`config.mk`:
```
export PLATFORM = sky130hd
export DESIGN_NAME = fft_twiddle_seq
export DESIGN_NICKNAME = d
export VERILOG_FILES = /design/src/rtl/fft_merge_pkg.sv /design/src/rtl/fft_twiddle_rom.sv /design/src/rtl/fft_twiddle_seq.sv
export SDC_FILE = /design/constraint.sdc
export NUM_CORES = 1
export LEC_CHECK = 0
export BUFFER_PORTS_ARGS = -buffer_cell sky130_fd_sc_hd__buf_4
export CAP_MARGIN = 10
export CORE_MARGIN = 10
export CORE_UTILIZATION = 40
export CTS_CLUSTER_DIAMETER = 150
export DETAILED_ROUTE_END_ITERATION = 16
export PLACE_DENSITY = 0.68
export SETUP_SLACK_MARGIN = 0.1
export SLEW_MARGIN = 20
export SYNTH_ARGS = -nofsm -noshare
export SYNTH_HDL_FRONTEND = slang
export SYNTH_SLANG_ARGS = --single-unit
export TNS_END_PERCENT = 50
```
`constraint.sdc`:
```
create_clock -name clk -period 2.2 [get_ports clk]
set_input_delay 0.11 -clock clk [delete_from_list [all_inputs] [get_ports clk]]
set_output_delay 0.11 -clock clk [all_outputs]
set_load 0.01 [all_outputs]
```
`src/rtl/fft_merge_pkg.sv`:
```
// Shared types and twiddle generation for the radix-4 DIT merge datapath.
// Elaboration-time only: nothing here is clocked.
// Twiddles are computed in Q30 integer arithmetic, then rounded to the requested width.
package fft_merge_pkg;

  localparam int N_LOG2_DEF = 6;
  localparam int N_QTR      = (1 << N_LOG2_DEF) / 4;
  localparam int TWID_MAX_W = 30;

  // 2*pi in Q30
  localparam longint PI2_Q30 = 64'sd6746518852;

  typedef enum logic {IDLE, RUN} seq_state_e;

  typedef struct packed {
    logic signed [TWID_MAX_W-1:0] r;
    logic signed [TWID_MAX_W-1:0] i;
  } twid_t;

  // Round a non-negative Q30 magnitude to Q1.(w-1), saturating +1.0 to the largest code
  function automatic longint q30_round(input longint v, input int twid_width);
    longint lim;
    longint res;
    lim = (longint'(1) << (twid_width - 1)) - 1;
    res = (v + (longint'(1) << (30 - twid_width))) >>> (31 - twid_width);
    if (res > lim) res = lim;
    if (res < 0) res = 0;
    return res;
  endfunction

  // Entry idx of the N-point table {cos(2*pi*idx/N), -sin(2*pi*idx/N)}.
  // Sine/cosine come from a Taylor series over the first quadrant only;
  // the other quadrants are mirrored so every entry is sign-symmetric.
  function automatic twid_t gen_twiddle(input int n_log2, input int twid_width, input int idx);
    twid_t  res;
    int     qtr;
    int     quad;
    int     rem;
    longint x;
    longint x2;
    longint s;
    longint c;
    longint ts;
    longint tc;
    longint sq;
    longint cq;
    qtr  = 1 << (n_log2 - 2);
    quad = idx / qtr;
    rem  = idx % qtr;
    x    = (PI2_Q30 * rem + (longint'(1) << (n_log2 - 1))) >>> n_log2;
    x2   = (x * x) >>> 30;
    s    = x;
    c    = longint'(1) << 30;
    ts   = s;
    tc   = c;
    for (int j = 1; j <= 10; j++) begin
      ts = -(((ts * x2) >>> 30) / longint'(2 * j * (2 * j + 1)));
      tc = -(((tc * x2) >>> 30) / longint'((2 * j - 1) * (2 * j)));
      s  = s + ts;
      c  = c + tc;
    end
    sq = q30_round(s, twid_width);
    cq = q30_round(c, twid_width);
    case (quad)
      0:       begin res.r = TWID_MAX_W'(cq);  res.i = TWID_MAX_W'(-sq); end
      1:       begin res.r = TWID_MAX_W'(-sq); res.i = TWID_MAX_W'(-cq); end
      2:       begin res.r = TWID_MAX_W'(-cq); res.i = TWID_MAX_W'(sq);  end
      default: begin res.r = TWID_MAX_W'(sq);  res.i = TWID_MAX_W'(cq);  end
    endcase
    return res;
  endfunction

endpackage

```
`src/rtl/fft_twiddle_rom.sv`:
```
// Twiddle ROM: N entries of {cos, -sin} built at elaboration.
// Latency 1 cycle; output register holds its value while rd_en_i is low.
// No backpressure.
module fft_twiddle_rom
  import fft_merge_pkg::*;
#(
  parameter int N_LOG2     = 6,
  parameter int TWID_WIDTH = 16
) (
  input  logic                         clk,
  input  logic                         rst_n,
  input  logic                         rd_en_i,
  input  logic [N_LOG2-1:0]            addr_i,
  output logic signed [TWID_WIDTH-1:0] b_r_o,
  output logic signed [TWID_WIDTH-1:0] b_i_o
);

  localparam int N = 1 << N_LOG2;

  logic [2*TWID_WIDTH-1:0] rom_w [N];
  logic [2*TWID_WIDTH-1:0] data_q;

  for (genvar g = 0; g < N; g++) begin : g_rom
    localparam twid_t ENT = gen_twiddle(N_LOG2, TWID_WIDTH, g);
    assign rom_w[g] = {ENT.r[TWID_WIDTH-1:0], ENT.i[TWID_WIDTH-1:0]};
  end

  // registered read, updated only for valid addresses so bubbles hold the last twiddle
  always_ff @(posedge clk or negedge rst_n) begin
    if (!rst_n)       data_q <= '0;
    else if (rd_en_i) data_q <= rom_w[addr_i];
  end

  assign b_r_o = data_q[2*TWID_WIDTH-1:TWID_WIDTH];
  assign b_i_o = data_q[TWID_WIDTH-1:0];

endmodule

```
`src/rtl/fft_twiddle_seq.sv`:
```
// Frame sequencer pairing each branch-major sample with twiddle W_N^(m*k).
// Latency 2 cycles for data, twiddle, flags and frame_err.
// No backpressure: every valid sample is accepted; invalid cycles become bubbles.
module fft_twiddle_seq
  import fft_merge_pkg::*;
#(
  parameter int DATA_WIDTH = 21,
  parameter int TWID_WIDTH = 16,
  parameter int N_LOG2     = 6
) (
  input  logic                         clk,
  input  logic                         rst_n,
  input  logic                         in_valid,
  input  logic                         in_sop,
  input  logic signed [DATA_WIDTH-1:0] in_r,
  input  logic signed [DATA_WIDTH-1:0] in_i,
  output logic                         out_valid,
  output logic                         out_sop,
  output logic                         out_eop,
  output logic signed [DATA_WIDTH-1:0] a_r,
  output logic signed [DATA_WIDTH-1:0] a_i,
  output logic signed [TWID_WIDTH-1:0] b_r,
  output logic signed [TWID_WIDTH-1:0] b_i,
  output logic                         frame_err
);

  localparam logic [N_LOG2-3:0] K_MAX = '1;

  seq_state_e state_q, state_d;
  logic [N_LOG2-3:0] k_q, k_d, cur_k;
  logic [1:0]        m_q, m_d, cur_m;
  logic [N_LOG2-1:0] e_q, e_d, cur_e;
  logic              acc, s0_sop, s0_eop, s0_err;

  logic                         s1_vld_q, s1_sop_q, s1_eop_q, s1_err_q;
  logic signed [DATA_WIDTH-1:0] s1_r_q, s1_i_q;
  logic [N_LOG2-1:0]            s1_e_q;

  logic                         s2_vld_q, s2_sop_q, s2_eop_q, s2_err_q;
  logic signed [DATA_WIDTH-1:0] s2_r_q, s2_i_q;

  // state and counter registers
  always_ff @(posedge clk or negedge rst_n) begin
    if (!rst_n) begin
      state_q <= IDLE;
      k_q     <= '0;
      m_q     <= '0;
      e_q     <= '0;
    end else begin
      state_q <= state_d;
      k_q     <= k_d;
      m_q     <= m_d;
      e_q     <= e_d;
    end
  end

  // acceptance, framing checks and counter advance; an sop always forces n=0
  always_comb begin
    state_d = state_q;
    k_d     = k_q;
    m_d     = m_q;
    e_d     = e_q;
    acc     = 1'b0;
    s0_sop  = 1'b0;
    s0_eop  = 1'b0;
    s0_err  = 1'b0;
    cur_k   = k_q;
    cur_m   = m_q;
    cur_e   = e_q;
    if (in_valid) begin
      if (in_sop) begin
        acc    = 1'b1;
        s0_sop = 1'b1;
        s0_err = (state_q == RUN);
        cur_k  = '0;
        cur_m  = '0;
        cur_e  = '0;
      end else if (state_q == RUN) begin
        acc = 1'b1;
      end else begin
        s0_err = 1'b1;
      end
    end
    if (acc) begin
      s0_eop = (cur_m == 2'd3) && (cur_k == K_MAX);
      if (cur_k == K_MAX) begin
        k_d     = '0;
        m_d     = cur_m + 2'd1;
        e_d     = '0;
        state_d = (cur_m == 2'd3) ? IDLE : RUN;
      end else begin
        k_d     = cur_k + (N_LOG2-2)'(1);
        m_d     = cur_m;
        e_d     = cur_e + N_LOG2'(cur_m);
        state_d = RUN;
      end
    end
  end

  // stage 1: ROM address with data and flags; data holds across bubbles
  always_ff @(posedge clk or negedge rst_n) begin
    if (!rst_n) begin
      s1_vld_q <= 1'b0;
      s1_sop_q <= 1'b0;
      s1_eop_q <= 1'b0;
      s1_err_q <= 1'b0;
      s1_r_q   <= '0;
      s1_i_q   <= '0;
      s1_e_q   <= '0;
    end else begin
      s1_vld_q <= acc;
      s1_sop_q <= s0_sop;
      s1_eop_q <= s0_eop;
      s1_err_q <= s0_err;
      if (acc) begin
        s1_r_q <= in_r;
        s1_i_q <= in_i;
        s1_e_q <= cur_e;
      end
    end
  end

  // stage 2: delayed data and flags, aligned with the ROM read
  always_ff @(posedge clk or negedge rst_n) begin
    if (!rst_n) begin
      s2_vld_q <= 1'b0;
      s2_sop_q <= 1'b0;
      s2_eop_q <= 1'b0;
      s2_err_q <= 1'b0;
      s2_r_q   <= '0;
      s2_i_q   <= '0;
    end else begin
      s2_vld_q <= s1_vld_q;
      s2_sop_q <= s1_sop_q;
      s2_eop_q <= s1_eop_q;
      s2_err_q <= s1_err_q;
      if (s1_vld_q) begin
        s2_r_q <= s1_r_q;
        s2_i_q <= s1_i_q;
      end
    end
  end

  fft_twiddle_rom #(
    .N_LOG2     (N_LOG2),
    .TWID_WIDTH (TWID_WIDTH)
  ) u_rom (
    .clk     (clk),
    .rst_n   (rst_n),
    .rd_en_i (s1_vld_q),
    .addr_i  (s1_e_q),
    .b_r_o   (b_r),
    .b_i_o   (b_i)
  );

  assign out_valid = s2_vld_q;
  assign out_sop   = s2_sop_q;
  assign out_eop   = s2_eop_q;
  assign frame_err = s2_err_q;
  assign a_r       = s2_r_q;
  assign a_i       = s2_i_q;

endmodule

```
==> impl_summary.txt <==
----------------------------------------------------
[Run status]
  Outcome ... finished, final reports clean

[Route]
  Routed wire length per instance ... 19.0 um
  First-pass DRT Iterations ... 8
  Routed vias ... 6753
  Post-route antenna net violation count ... 0
  Total detailed-routing wirelength ... 23100 um
  Remaining design rule violation count ... 0
  Detailed-route vias per instance ... 5.54
  Iteration-0 DRC Markers ... 570

[Clock tree]
  Clock latency on the worst-skew pair ... 430 ps
  H-tree depth ... 4
  Root cell of the clock tree ... sky130_fd_sc_hd__clkbuf_16
  Clock tree from TritonCTS ... built
  Maximum clock path buffer count ... 2
  Number of buffers created by CTS ... 17
  CTS Sinks ... 143
  Clock transition at the register clock pins on the worst setup and hold paths after CTS ... 70 ps

[STA]
  Fin Hold WS ... 143 ps
  Fin worst setup slack ... 160 ps
  Final TNS setup ... 0 ps
  Fin. max-slew vios ... 0
  Final cycle utilization of the critical path ... 92.7%
  Unrepaired setup endpoints after global routing ... true
  Worst-margin pin slew ... 616 ps
  Final critical-path required period ... 2040 ps
  Relative slew margins ... 59.0%
  Final Skew ... 18.8 ps
  Final Hold Violating Endpoints ... 0
  Final-report setup violation count ... 0
  Peak Freq ... 490 MHz

[Pwr]
  Sw Share ... 31.2%
  Power density relative to cell area ... 777 nW/um^2
  Portion of total power attributed to sequential cells ... 40.7%
  Net Switching ... 2.39 mW
  Leakage power of the design ... 4.56 nW
  Worst ir drop on vdd ... 539 uV
  Combinational share of power ... 22.4%
  Clock power share ... 36.9%
  Cell-internal power ... 5.28 mW

[Yosys]
  Unique cell type count in the Yosys netlist ... 70
  Main combinational cell family by area after synthesis ... simple AND/OR/NAND/NOR gates
  Post-synthesis sequential element count ... 143
  Portion of the post-synthesis area used by sequential elements ... 47.4%
  Async S/R FF share, synth ... 100%
  Synthesized Nets ... 872
  Mean instance size in the synthesized netlist ... 9.31 um^2
  Post-Synth XOR/XNOR Area ... 0.116%
  Combined area of all synthesized cells ... 7540 um^2
  Complex-gate fraction of the synthesized area ... 17.0%
  Number of synthesized flops with an enable pin ... 0
  Share of synthesized cell area in full adder, half adder and majority cells ... 2.75%
  Predominant post-synthesis flop cell ... sky130_fd_sc_hd__dfrtp_1
  Yosys synthesis warning count ... 0
  Multiplexer fraction of the synthesized cell area ... 9.95%
  Number of standard cells after synthesis ... 810
  Post-synthesis simple-gate area fraction ... 17.8%

[Placed design]
  Post-Place Cells ... 1139
  Weighted congestion at the end of routability-driven global placement ... 0.979
  Quantity of I/O buffers inserted on ports ... 123
  Placed wire-length estimate after detailed placement ... 15700 um
  Pre-CTS setup slack ... 86.5 ps

[Job]
  # Max-Cap Violations ... 0

[Layout]
  FILL cells ... 1665
  Count of nets after finishing ... 1033
  Final standard cell count with taps included and fillers excluded ... 1218
  Multi-input combinational cell area ... 3620 um^2
  Area taken by flip-flops and latches ... 3580 um^2
  Ant. Diodes ... 0
  Final Util ... 53.0%
  Fraction of layout instances using a drive strength above 1 ... 27.3%
  Layout overhead on the synthesized area ... 31.0%

[Worst setup path]
  Data required time of the critical path ... 2580 ps
  Critical Path Sink Type ... flop
  Endpoint arrival time on the critical path ... 2420 ps
  Max Fanout on Critical Path ... 9
  Worst Setup Start Kind ... flop
  Number of cells on the worst reg-to-reg path ... 7
  Critical path type ... reg2reg

[Global routing]
  Number of antenna violations at the first check in global routing ... 0
  First-pass GRT wire length ... 37700 um
  Total routing resource utilization after global routing ... 19.0%
  Number of global-route vias before repair ... 6948
  Pin count of the biggest net entering global routing ... 61
  Remaining global-route overflow ... 0

[Floorplanning]
  Initial core utilization ... 40.5%
  Die Span X ... 157 um
  Die footprint ... 24700 um^2
  Number of core rows ... 50
  I/O pin count ... 124
  Floorplan die height ... 157 um
  Area of the placeable core ... 18600 um^2

[Min path]
  Type of the worst min-delay path ... in2async

----------------------------------------------------
[power by group through the flow]
stage | clock (mW) | combinational (mW) | sequential [mW]
floorplan | 0 | 0.799 | 3.22
global placement | 0 | 1.62 | 3.16
detailed placement | 0 | 1.62 | 3.17
CTS | 2.90 | 1.72 | 3.12
global route | 3.02 | 1.88 | 3.16
finish | 2.84 | 1.72 | 3.12
[synth_stat cells (4+ instances only)]
| library cell | count | area [um^2] |
|---|---|---|
| sky130_fd_sc_hd__nand2_1 | 180 | 676 |
| sky130_fd_sc_hd__dfrtp_1 | 143 | 3580 |
| sky130_fd_sc_hd__nor2_1 | 51 | 191 |
| sky130_fd_sc_hd__mux2_2 | 47 | 529 |
| sky130_fd_sc_hd__o21ai_0 | 42 | 210 |
| sky130_fd_sc_hd__a21oi_1 | 34 | 170 |
| sky130_fd_sc_hd__clkbuf_1 | 34 | 128 |
| sky130_fd_sc_hd__buf_2 | 21 | 105 |
| sky130_fd_sc_hd__nand3_1 | 18 | 90.1 |
| sky130_fd_sc_hd__inv_1 | 17 | 63.8 |
| sky130_fd_sc_hd__ha_1 | 15 | 188 |
| sky130_fd_sc_hd__a31oi_1 | 13 | 81.3 |
| sky130_fd_sc_hd__nand2b_1 | 13 | 81.3 |
| sky130_fd_sc_hd__mux2i_1 | 12 | 120 |
| sky130_fd_sc_hd__nor3_1 | 12 | 60.1 |
| sky130_fd_sc_hd__o211ai_1 | 12 | 90.1 |
| sky130_fd_sc_hd__a211oi_1 | 8 | 60.1 |
| sky130_fd_sc_hd__and2_1 | 8 | 50.1 |
| sky130_fd_sc_hd__and3_1 | 7 | 43.8 |
| sky130_fd_sc_hd__nor2b_1 | 7 | 43.8 |
| sky130_fd_sc_hd__o22ai_1 | 7 | 43.8 |
| sky130_fd_sc_hd__o221ai_1 | 6 | 52.6 |
| sky130_fd_sc_hd__o311ai_0 | 6 | 52.6 |
| sky130_fd_sc_hd__a221o_1 | 5 | 50.1 |
| sky130_fd_sc_hd__a21o_1 | 4 | 30.0 |
| sky130_fd_sc_hd__a22o_1 | 4 | 35.0 |
| sky130_fd_sc_hd__a22oi_1 | 4 | 30.0 |
| sky130_fd_sc_hd__buf_1 | 4 | 15.0 |
| sky130_fd_sc_hd__mux4_2 | 4 | 90.1 |
| sky130_fd_sc_hd__o2111ai_1 | 4 | 35.0 |
[area by class of cell]
| class | count | area share, % |
|---|---|---|
| Multi-Input combinational cell | 582 | 36.7 |
| Inverter | 21 | 0.823 |
| Clock buffer | 18 | 4.44 |
| Timing Repair Buffer | 206 | 17.4 |
| Clock inverter | 14 | 1.43 |
| Tap cell | 234 | 2.96 |
| Sequential cell | 143 | 36.3 |
[what timing repair did]
action / 4_1_cts / 5_1_grt
endpoints found under the hold margin: 188 / 0
hold buffers: 45 / 0
setup buffers: 2 / 0
pin swaps: 0 / 1
setup endpoints to repair: 2 / 16
resized for setup: 0 / 9
[kinds of logic after synthesis]
kind of cell	Yosys count
AO/OA/AOI/OAI	189
flip-flops	143
multiplexers	64
XOR/XNOR	1
buffers and inverters	85
adder cells (fa/ha/maj)	16
AND/OR/NAND/NOR	312
[final timing paths]
check,slack [ps],to,from
min reg2reg,350,out_sop$_DFF_PN0_,s1_sop_q$_DFF_PN0_
min in group clk,350,out_sop$_DFF_PN0_,s1_sop_q$_DFF_PN0_
max,160,u_rom.data_q[9]$_DFFE_PN0P_,s1_e_q[0]$_DFFE_PN0P_
max reg2reg,160,u_rom.data_q[9]$_DFFE_PN0P_,s1_e_q[0]$_DFFE_PN0P_
min,140,u_rom.data_q[8]$_DFFE_PN0P_,rst_n
max in group asynchronous,1390,s1_vld_q$_DFF_PN0_,rst_n
[per-layer routing]
| layer | vias to the layer above | GRT usage [%] | share of wire, % |
|---|---|---|---|
| li1 | 3173 | - | - |
| met1 | 3239 | 23.3 | 42 |
| met2 | 299 | 29.8 | 46 |
| met3 | 42 | 7.45 | 10 |
| met4 | 0 | 6.23 | 2.1 |
| met5 | - | 0 | 0 |
[cell usage in the layout (no fill, tap or decap), types with 5 or more instances in the layout]
| cell | instances |
|---|---|
| sky130_fd_sc_hd__nor2_1 | 51 |
| sky130_fd_sc_hd__and2_1 | 7 |
| sky130_fd_sc_hd__nand2b_1 | 12 |
| sky130_fd_sc_hd__a211oi_1 | 8 |
| sky130_fd_sc_hd__inv_1 | 14 |
| sky130_fd_sc_hd__inv_8 | 5 |
| sky130_fd_sc_hd__mux2_2 | 47 |
| sky130_fd_sc_hd__o221ai_1 | 6 |
| sky130_fd_sc_hd__dfrtp_1 | 138 |
| sky130_fd_sc_hd__nor3_1 | 12 |
| sky130_fd_sc_hd__dfrtp_2 | 5 |
| sky130_fd_sc_hd__and3_1 | 7 |
| sky130_fd_sc_hd__a31oi_1 | 13 |
| sky130_fd_sc_hd__o211ai_1 | 12 |
| sky130_fd_sc_hd__clkbuf_16 | 17 |
| sky130_fd_sc_hd__a221o_1 | 5 |
| sky130_fd_sc_hd__nand3_1 | 18 |
| sky130_fd_sc_hd__mux2i_1 | 12 |
| sky130_fd_sc_hd__ha_1 | 13 |
| sky130_fd_sc_hd__o22ai_1 | 7 |
| sky130_fd_sc_hd__nand2_1 | 179 |
| sky130_fd_sc_hd__nor2b_1 | 7 |
| sky130_fd_sc_hd__o21ai_0 | 41 |
| sky130_fd_sc_hd__a21oi_1 | 34 |
| sky130_fd_sc_hd__buf_4 | 155 |
| sky130_fd_sc_hd__o311ai_0 | 6 |
| sky130_fd_sc_hd__dlygate4sd3_1 | 45 |
[critical path: stages (launching register included)]
cell                      delay (ps)
sky130_fd_sc_hd__dfrtp_2         440
sky130_fd_sc_hd__buf_4           180
sky130_fd_sc_hd__ha_2            210
sky130_fd_sc_hd__or2_2           330
sky130_fd_sc_hd__and3_1          230
sky130_fd_sc_hd__a211o_1         290
sky130_fd_sc_hd__a21oi_1         150
sky130_fd_sc_hd__a221o_1         140
[through the flow]
step | total power, mW | cell area, um^2
global route | 8.07 | 9880
floorplan | 4.02 | 7590
finish | 7.68 | 9880
global placement | 4.77 | 8810
CTS | 7.73 | 9860
detailed placement | 4.79 | 8810
[registers in the layout, summed over array words and instances, names as in the netlist, 2 cells and up]
register / cells
a_i: 21
a_r: 21
e_q: 6
k_q: 4
m_q: 2
s1_e_q: 6
s1_i_q: 21
s1_r_q: 21
u_rom.data_q: 32
No activity file was read; power rests on OpenSTA's default activity.
